**src/rtl/evr_pkg.sv**
```systemverilog
// Shared event codes, widths and shift-counter limits for the event receiver decoder.
// Optional build macro used by the decoder: EVR_TS_INTERNAL_EN.
package evr_pkg;

    localparam int EVT_W = 8;
    localparam int TS_W  = 32;

    localparam logic [EVT_W-1:0] EVT_NULL      = 8'h00;
    localparam logic [EVT_W-1:0] EVT_SEC0      = 8'h70;
    localparam logic [EVT_W-1:0] EVT_SEC1      = 8'h71;
    localparam logic [EVT_W-1:0] EVT_HEARTBEAT = 8'h7A;
    localparam logic [EVT_W-1:0] EVT_TS_TICK   = 8'h7C;
    localparam logic [EVT_W-1:0] EVT_TS_RESET  = 8'h7D;
    localparam logic [EVT_W-1:0] K28_5         = 8'hBC;

    // A seconds load is only trusted when exactly TS_W bits were shifted in.
    localparam logic [5:0] SHIFT_FULL = 6'd32;
    localparam logic [5:0] SHIFT_SAT  = 6'd33;

endpackage

```
**src/rtl/evr_heartbeat_monitor.sv**
```systemverilog
// Heartbeat supervision: flags heartbeatLost after HB_TIMEOUT cycles without a heartbeat event.
// Latency: flag registered on the edge the count reaches HB_TIMEOUT-1; no backpressure.
module evr_heartbeat_monitor #(
    parameter logic [31:0] HB_TIMEOUT = 32'd200_000_000
) (
    input  logic Clock,
    input  logic Reset_n,
    input  logic heartbeat,
    output logic heartbeatLost
);

    logic [31:0] hbCnt;

    always_ff @(posedge Clock) begin
        if (!Reset_n) begin
            hbCnt         <= 32'd0;
            heartbeatLost <= 1'b0;
        end else if (HB_TIMEOUT == 32'd0) begin
            hbCnt         <= 32'd0;
            heartbeatLost <= 1'b0;
        end else if (heartbeat) begin
            // A heartbeat on the timeout edge takes priority over raising the flag.
            hbCnt         <= 32'd0;
            heartbeatLost <= 1'b0;
        end else begin
            if (hbCnt != HB_TIMEOUT)
                hbCnt <= hbCnt + 32'd1;
            if (hbCnt == HB_TIMEOUT - 32'd1)
                heartbeatLost <= 1'b1;
        end
    end

endmodule

```
**src/rtl/evr_event_decoder.sv**
```systemverilog
// Event receiver decoder: qualifies received event codes, tracks timestamp, counts K-code errors.
// Latency 1 cycle rxData -> eventStream/dBus; no backpressure. Macro EVR_TS_INTERNAL_EN: free-running subSeconds.
module evr_event_decoder
    import evr_pkg::*;
#(
    parameter logic [31:0] HB_TIMEOUT = 32'd200_000_000
) (
    input  logic              Clock,
    input  logic              Reset_n,
    input  logic [15:0]       rxData,
    input  logic [1:0]        rxCharIsK,
    input  logic              rxLinkOk,
    output logic [EVT_W-1:0]  eventStream,
    output logic [EVT_W-1:0]  dBus,
    output logic [TS_W-1:0]   seconds,
    output logic [TS_W-1:0]   subSeconds,
    output logic              tsValid,
    output logic              heartbeatLost,
    output logic [15:0]       codeErrCount
);

    logic [EVT_W-1:0] rxCode;
    logic             evtQual;
    logic             codeErr;
    logic             isShift;
    logic             isTsReset;
    logic             isHeartbeat;
    logic [TS_W-1:0]  shiftReg;
    logic [5:0]       shiftCnt;

    always_comb begin
        rxCode      = rxData[EVT_W-1:0];
        evtQual     = rxLinkOk && !rxCharIsK[0];
        codeErr     = rxLinkOk && rxCharIsK[0] && (rxCode != K28_5);
        isShift     = evtQual && ((rxCode == EVT_SEC0) || (rxCode == EVT_SEC1));
        isTsReset   = evtQual && (rxCode == EVT_TS_RESET);
        isHeartbeat = evtQual && (rxCode == EVT_HEARTBEAT);
    end

    always_ff @(posedge Clock) begin
        if (!Reset_n) begin
            eventStream  <= EVT_NULL;
            dBus         <= '0;
            seconds      <= '0;
            subSeconds   <= '0;
            tsValid      <= 1'b0;
            codeErrCount <= 16'd0;
            shiftReg     <= '0;
            shiftCnt     <= 6'd0;
        end else begin
            eventStream <= evtQual ? rxCode : EVT_NULL;

            if (rxLinkOk && !rxCharIsK[1])
                dBus <= rxData[15:8];

            if (codeErr && (codeErrCount != 16'hFFFF))
                codeErrCount <= codeErrCount + 16'd1;

            // Losing the link invalidates any seconds value being assembled.
            if (!rxLinkOk) begin
                tsValid  <= 1'b0;
                shiftCnt <= 6'd0;
            end else if (isShift) begin
                shiftReg <= {shiftReg[TS_W-2:0], rxCode[0]};
                if (shiftCnt != SHIFT_SAT)
                    shiftCnt <= shiftCnt + 6'd1;
            end else if (isTsReset) begin
                seconds  <= shiftReg;
                tsValid  <= (shiftCnt == SHIFT_FULL);
                shiftCnt <= 6'd0;
            end

`ifdef EVR_TS_INTERNAL_EN
            if (isTsReset)
                subSeconds <= '0;
            else
                subSeconds <= subSeconds + 32'd1;
`else
            if (isTsReset)
                subSeconds <= '0;
            else if (evtQual && (rxCode == EVT_TS_TICK))
                subSeconds <= subSeconds + 32'd1;
`endif
        end
    end

    evr_heartbeat_monitor #(
        .HB_TIMEOUT(HB_TIMEOUT)
    ) u_hbMon (
        .Clock        (Clock),
        .Reset_n      (Reset_n),
        .heartbeat    (isHeartbeat),
        .heartbeatLost(heartbeatLost)
    );

endmodule

```
**config.mk**
```make
export PLATFORM = sky130hd
export DESIGN_NAME = evr_event_decoder
export DESIGN_NICKNAME = d
export VERILOG_FILES = /design/src/rtl/evr_pkg.sv /design/src/rtl/evr_heartbeat_monitor.sv /design/src/rtl/evr_event_decoder.sv
export SDC_FILE = /design/constraint.sdc
export NUM_CORES = 1
export LEC_CHECK = 0
export BUFFER_PORTS_ARGS = -buffer_cell sky130_fd_sc_hd__buf_4
export CORE_MARGIN = 2
export CORE_UTILIZATION = 36
export CTS_CLUSTER_SIZE = 14
export DETAILED_ROUTE_END_ITERATION = 7
export GPL_TIMING_DRIVEN = 0
export HOLD_SLACK_MARGIN = 0.08
export SLEW_MARGIN = 10
export SYNTH_ARGS = -nofsm -noshare
export SYNTH_HDL_FRONTEND = slang
export SYNTH_SLANG_ARGS = --single-unit
```
**constraint.sdc**
```tcl
create_clock -name Clock -period 2.45 [get_ports Clock]
set_input_delay 0.245 -clock Clock [delete_from_list [all_inputs] [get_ports Clock]]
set_output_delay 0.245 -clock Clock [all_outputs]
set_load 0.01 [all_outputs]
```
## Yosys cells after proc, flatten, opt, wreduce, memory -nomap -nowiden

Index checks and enable logic that the tools add are counted.

- Word-level logic and storage cells: 52
- Input port bits: 21
- Output and inout bits: 98
- Register bits after elaboration: 168

- Equal/unequal tests: 12
- Bitwise gates (word level): 2
- Reduce and logical (&&, ||, !) cells: 21
- Multiplexer cells: 3
- $add $sub $neg: 4

Operators with widths:

| cell | number |
|---|---|
| $add 32x1->32 const B | 2 |
| $eq 8x7->1 const B | 5 |
| $eq 32x28->1 const B | 1 |
| $ne 32x28->1 const B | 1 |
| $mux 6 | 3 |
| $add 16x1->16 const B | 1 |
| $ne 16x16->1 const B | 1 |
| $reduce_and 2->1 | 5 |
| $logic_and 1x1->1 | 9 |
| $ne 8x8->1 const B | 1 |
| $add 6x1->6 const B | 1 |
| $eq 6x6->1 const B | 1 |
| $ne 6x6->1 const B | 1 |
| $reduce_or 2->1 | 2 |
| $reduce_and 3->1 | 1 |
| $logic_not 1->1 | 2 |
| $ne 2x1->1 const B | 1 |
| $not 1->1 | 2 |
| $reduce_bool 2->1 | 1 |
| $logic_or 1x1->1 | 1 |

## Longest topological paths before layout

- Depth in word-level cells: 5
- Gate-level depth with buffers: 8

## By module

Synthesis repeated with hierarchy kept, for this count alone.

- Cell total of the unflattened synthesis: 848
- Area, all modules: 7176.9 µm²

Modules (own cells, without submodules):

| module | times used | area each (µm²) | cells each |
|---|---|---|---|
| evr_event_decoder | 1 | 5459.0 | 648 |
| evr_heartbeat_monitor | 1 | 1717.9 | 200 |

## Least setup slack after synthesis

OpenSTA, ideal clock, no wires.

- Kind: reg-to-reg
- Start: reg u_hbMon.hbCnt[13]
- End: reg u_hbMon.hbCnt[1]
- Setup time: 0.128 ns
- Path slack: 0.582 ns
- Cell stages (with the launch flop): 6
- Arrival: 1.741 ns
- Required time: 2.322 ns
- Buffers on the path: 0
- Path through: dfxtp_1 or4b_1 or4_1 nor3_2 mux2i_1 nor2_1

- Longest elaborated chain between the ends: 1

RTL lines:

| item | RTL line | RTL |
|---|---|---|
| start: declaration | evr_heartbeat_monitor.sv:12 | `logic [31:0] hbCnt;` |
| start signal: assignment | evr_heartbeat_monitor.sv:27 | `hbCnt <= hbCnt + 32'd1;` |
| $ne 32x28->1 | evr_heartbeat_monitor.sv:26 | `if (hbCnt != HB_TIMEOUT)` |

Every way passes these cells.
A chain may end at the register's enable or synchronous reset.

## Worst setup path in the final report

- Start: in rxData[7]
- End: reg u_hbMon.hbCnt[0]

- Longest elaborated chain between the ends: 3

RTL lines:

| item | RTL line | RTL |
|---|---|---|
| start: declaration | evr_event_decoder.sv:10 | `input logic [15:0] rxData,` |
| $eq 8x7->1 | evr_event_decoder.sv:37 | `isHeartbeat = evtQual && (rxCode == EVT_HEARTBEAT);` |
| $logic_and 1x1->1 | evr_event_decoder.sv:37 |  |
| $reduce_or 2->1 (no line) | n/a |  |

Every way passes these cells.

==> metrics.txt <==
outcome finished, final reports clean; leading post-synthesis cells by cell area dfxtp_1, nor2_1, nand2_1; post-route ant nets 0; type of the worst setup path input pin to flop; via count 6039; worst-path maximum fanout 10; Critical Path AT 2620 ps; largest net degree at the start of global routing 17; Buf/Inv on CP 4; Placeable Area 0.0187 mm^2; commonest cells after routing, fill and taps aside dfxtp_1, nor2_1, buf_4, nand2_1, a21oi_1; CTS tree built; H-tree levels 4; Post-Syn Area 0.00688 mm^2; Starting Density 36.8%; min Tclk post-route 2330 ps; post-DP HPWL 11.4 mm; Yosys top cell area share 48.9%; Die Ht 142 um; Synth warnings 0; DRT Wirelength 16.3 mm; Max IR drop VDD 0.000509 V; number of vias per cell 4.96; element type at the critical path end flop; crit-path cells dlygate4sd3_1 -> buf_4 -> nand4bb_1 -> buf_2 -> or2_2 -> o31ai_2 -> clkbuf_1 -> nor2_1; Fmax 429 MHz; Leak 3.41 nW; number of synthesized flops with an enable pin 0; Slowest-stage cell, CP dlygate4sd3_1; Die Area 0.0202 mm^2; Layout area overhead 27.8%; Yosys reg bits 168; Sink Count 168; Max Cap Violations 0; total gr overflow 0; Final nets 1001; first-pass GRT wire length 27.1 mm; fin crit share 95.0%; fill count 1818; chip width 142 um; worst-skew pair later-pin latency 420 ps; Port Buffers 117; GPL Wtd Cong 0.808; DRC Markers 0; I/O pins 119; flop2flop setup slack 200 ps; pwr dens 630 mW/mm^2; Non-Filler Instances 1217; syn avg cell area 8.39 um^2; most used routing layer met2; DR iter-0 viols 384; vias in the first global route 5597; CTS Root Cell clkbuf_16; Rel. slew slack 28.7%; worst hold path type input pin to flop; total CTS buffers 17; All-Layer GR Usage 16.6%; Final Max Tran Viols 0; Finished Core Util 47.0%; post-synth top area cell dfxtp_1; Syn Nets 848; grt met3 use 5.55%; Worst-path clk slew 60 ps; Final Hold Fails 0; dominant synthesized flop cell dfxtp_1; Top delay family on crit path buffers and inverters; Worst Setup Start Kind input pin; std cell rows 50; clk buf depth 2; Worst-Margin Slew 1060 ps; sequential fraction of the synthesis area 48.9%; TritonRoute pass-1 iters 4; Yosys cell types 41; share of cells above drive strength 1 17.4%; synthesized instance count 820; largest stage delay on the critical path 550 ps; placed cells 1171; async set-reset flop share out of synthesis 0%; met2 Use GR 25.9%; met1 usage 21.4%; critical path required time 2750 ps; initial antenna violation count 0; Antenna Cells 0; clk_skew 7.25 ps; final setup vio count 0; unrepaired setup endpoints after global routing true; most common library cell in the layout ignoring fill and taps dfxtp_1; wire per inst 13.4 um
[report_power, final]
part | switching [mW] | internal [mW]
Combinational | 0.107 | 0.0835
Clock | 1.05 | 1.53
Sequential | 0.0150 | 2.75
[logic make-up after synthesis]
kind of cell,after synthesis,synth area share (%)
flip-flops,168,48.9
buffers and inverters,51,2.80
XOR/XNOR,63,8.02
AND/OR/NAND/NOR,416,29.5
multiplexers,11,1.60
adder cells (fa/ha/maj),7,1.27
AO/OA/AOI/OAI,104,7.93
[path summary, 6_finish.rpt]
kind,startpoint,to,cells after the start
hold / removal,rxData[3],eventStream[3],2
setup / recovery,rxData[7],u_hbMon.hbCnt[0],8
hold reg to reg,shiftReg[31],shiftReg[31],2
setup reg to reg,u_hbMon.hbCnt[1],u_hbMon.hbCnt[22],6
[repair_timing]
item | 4_1_cts | 5_1_grt
endpoints found under the hold margin | 14 | 0
resized for setup | 0 | 20
hold buffers | 14 | 0
setup endpoints to repair | 0 | 80
buffers inserted | 0 | 3
[layout make-up]
cell class	count	area [um^2]	share of cell area, %
sequential	168	3360	38.3
multi-input combinational	601	3330	37.9
timing repair buffer	134	1040	11.8
clock buffer	21	460	5.24
tap	234	293	3.33
buffer	38	155	1.76
clock inverter	8	98.8	1.12
inverter	13	48.8	0.555
[registers in the layout, summed over array words and instances, names as in the netlist]
register / flops
seconds: 32
shiftReg: 32
subSeconds: 32
u_hbMon.hbCnt: 32
codeErrCount: 16
dBus: 8
eventStream: 8
shiftCnt: 6
tsValid: 1
u_hbMon.heartbeatLost: 1
[worst reg2reg max path: stages (launching register included)]
cell and delay [ps]:
dfxtp_1 440, ha_1 240, inv_1 80, nor4_2 920, nand4_1 210, xor2_1 190, nor2_1 50
[synthesized netlist by cell type, types with 3 or more instances]
cell,instances
dfxtp_1,168
nor2_1,152
nand2_1,99
a21oi_1,53
o21ai_0,46
xor2_1,40
nand3_1,37
clkbuf_1,34
nand4_1,32
xnor2_1,23
or3_1,18
nor3_1,16
inv_1,13
and2_1,11
and3_1,11
mux2i_1,11
ha_1,7
nor4_1,7
nor4_2,5
or4_1,5
and4_1,4
buf_1,3
nand3b_1,3
or2_2,3
[layer usage]
layer / wire length (um) / vias to the layer above / share of wire, %
met5: 0 / - / 0
met3: 1260 / 15 / 7.7
met2: 7220 / 128 / 44
met4: 220 / 0 / 1.4
li1: - / 3096 / -
met1: 7560 / 2800 / 46
[metrics by stage]
step	setup slack (ps)	TNS (ps)	power (mW)	cell area (um^2)	hold slack, ps
after global placement	45.4	0	2.99	8050	441
final	121	0	5.54	8790	105
after global routing	-24.5	-46.7	5.76	8790	101
after floorplan	582	0	2.91	6880	367
after detailed placement	17.7	0	2.99	8050	455
after CTS	43.9	0	5.62	8750	85.9
Note: power is estimated with default switching activity, not from simulation.
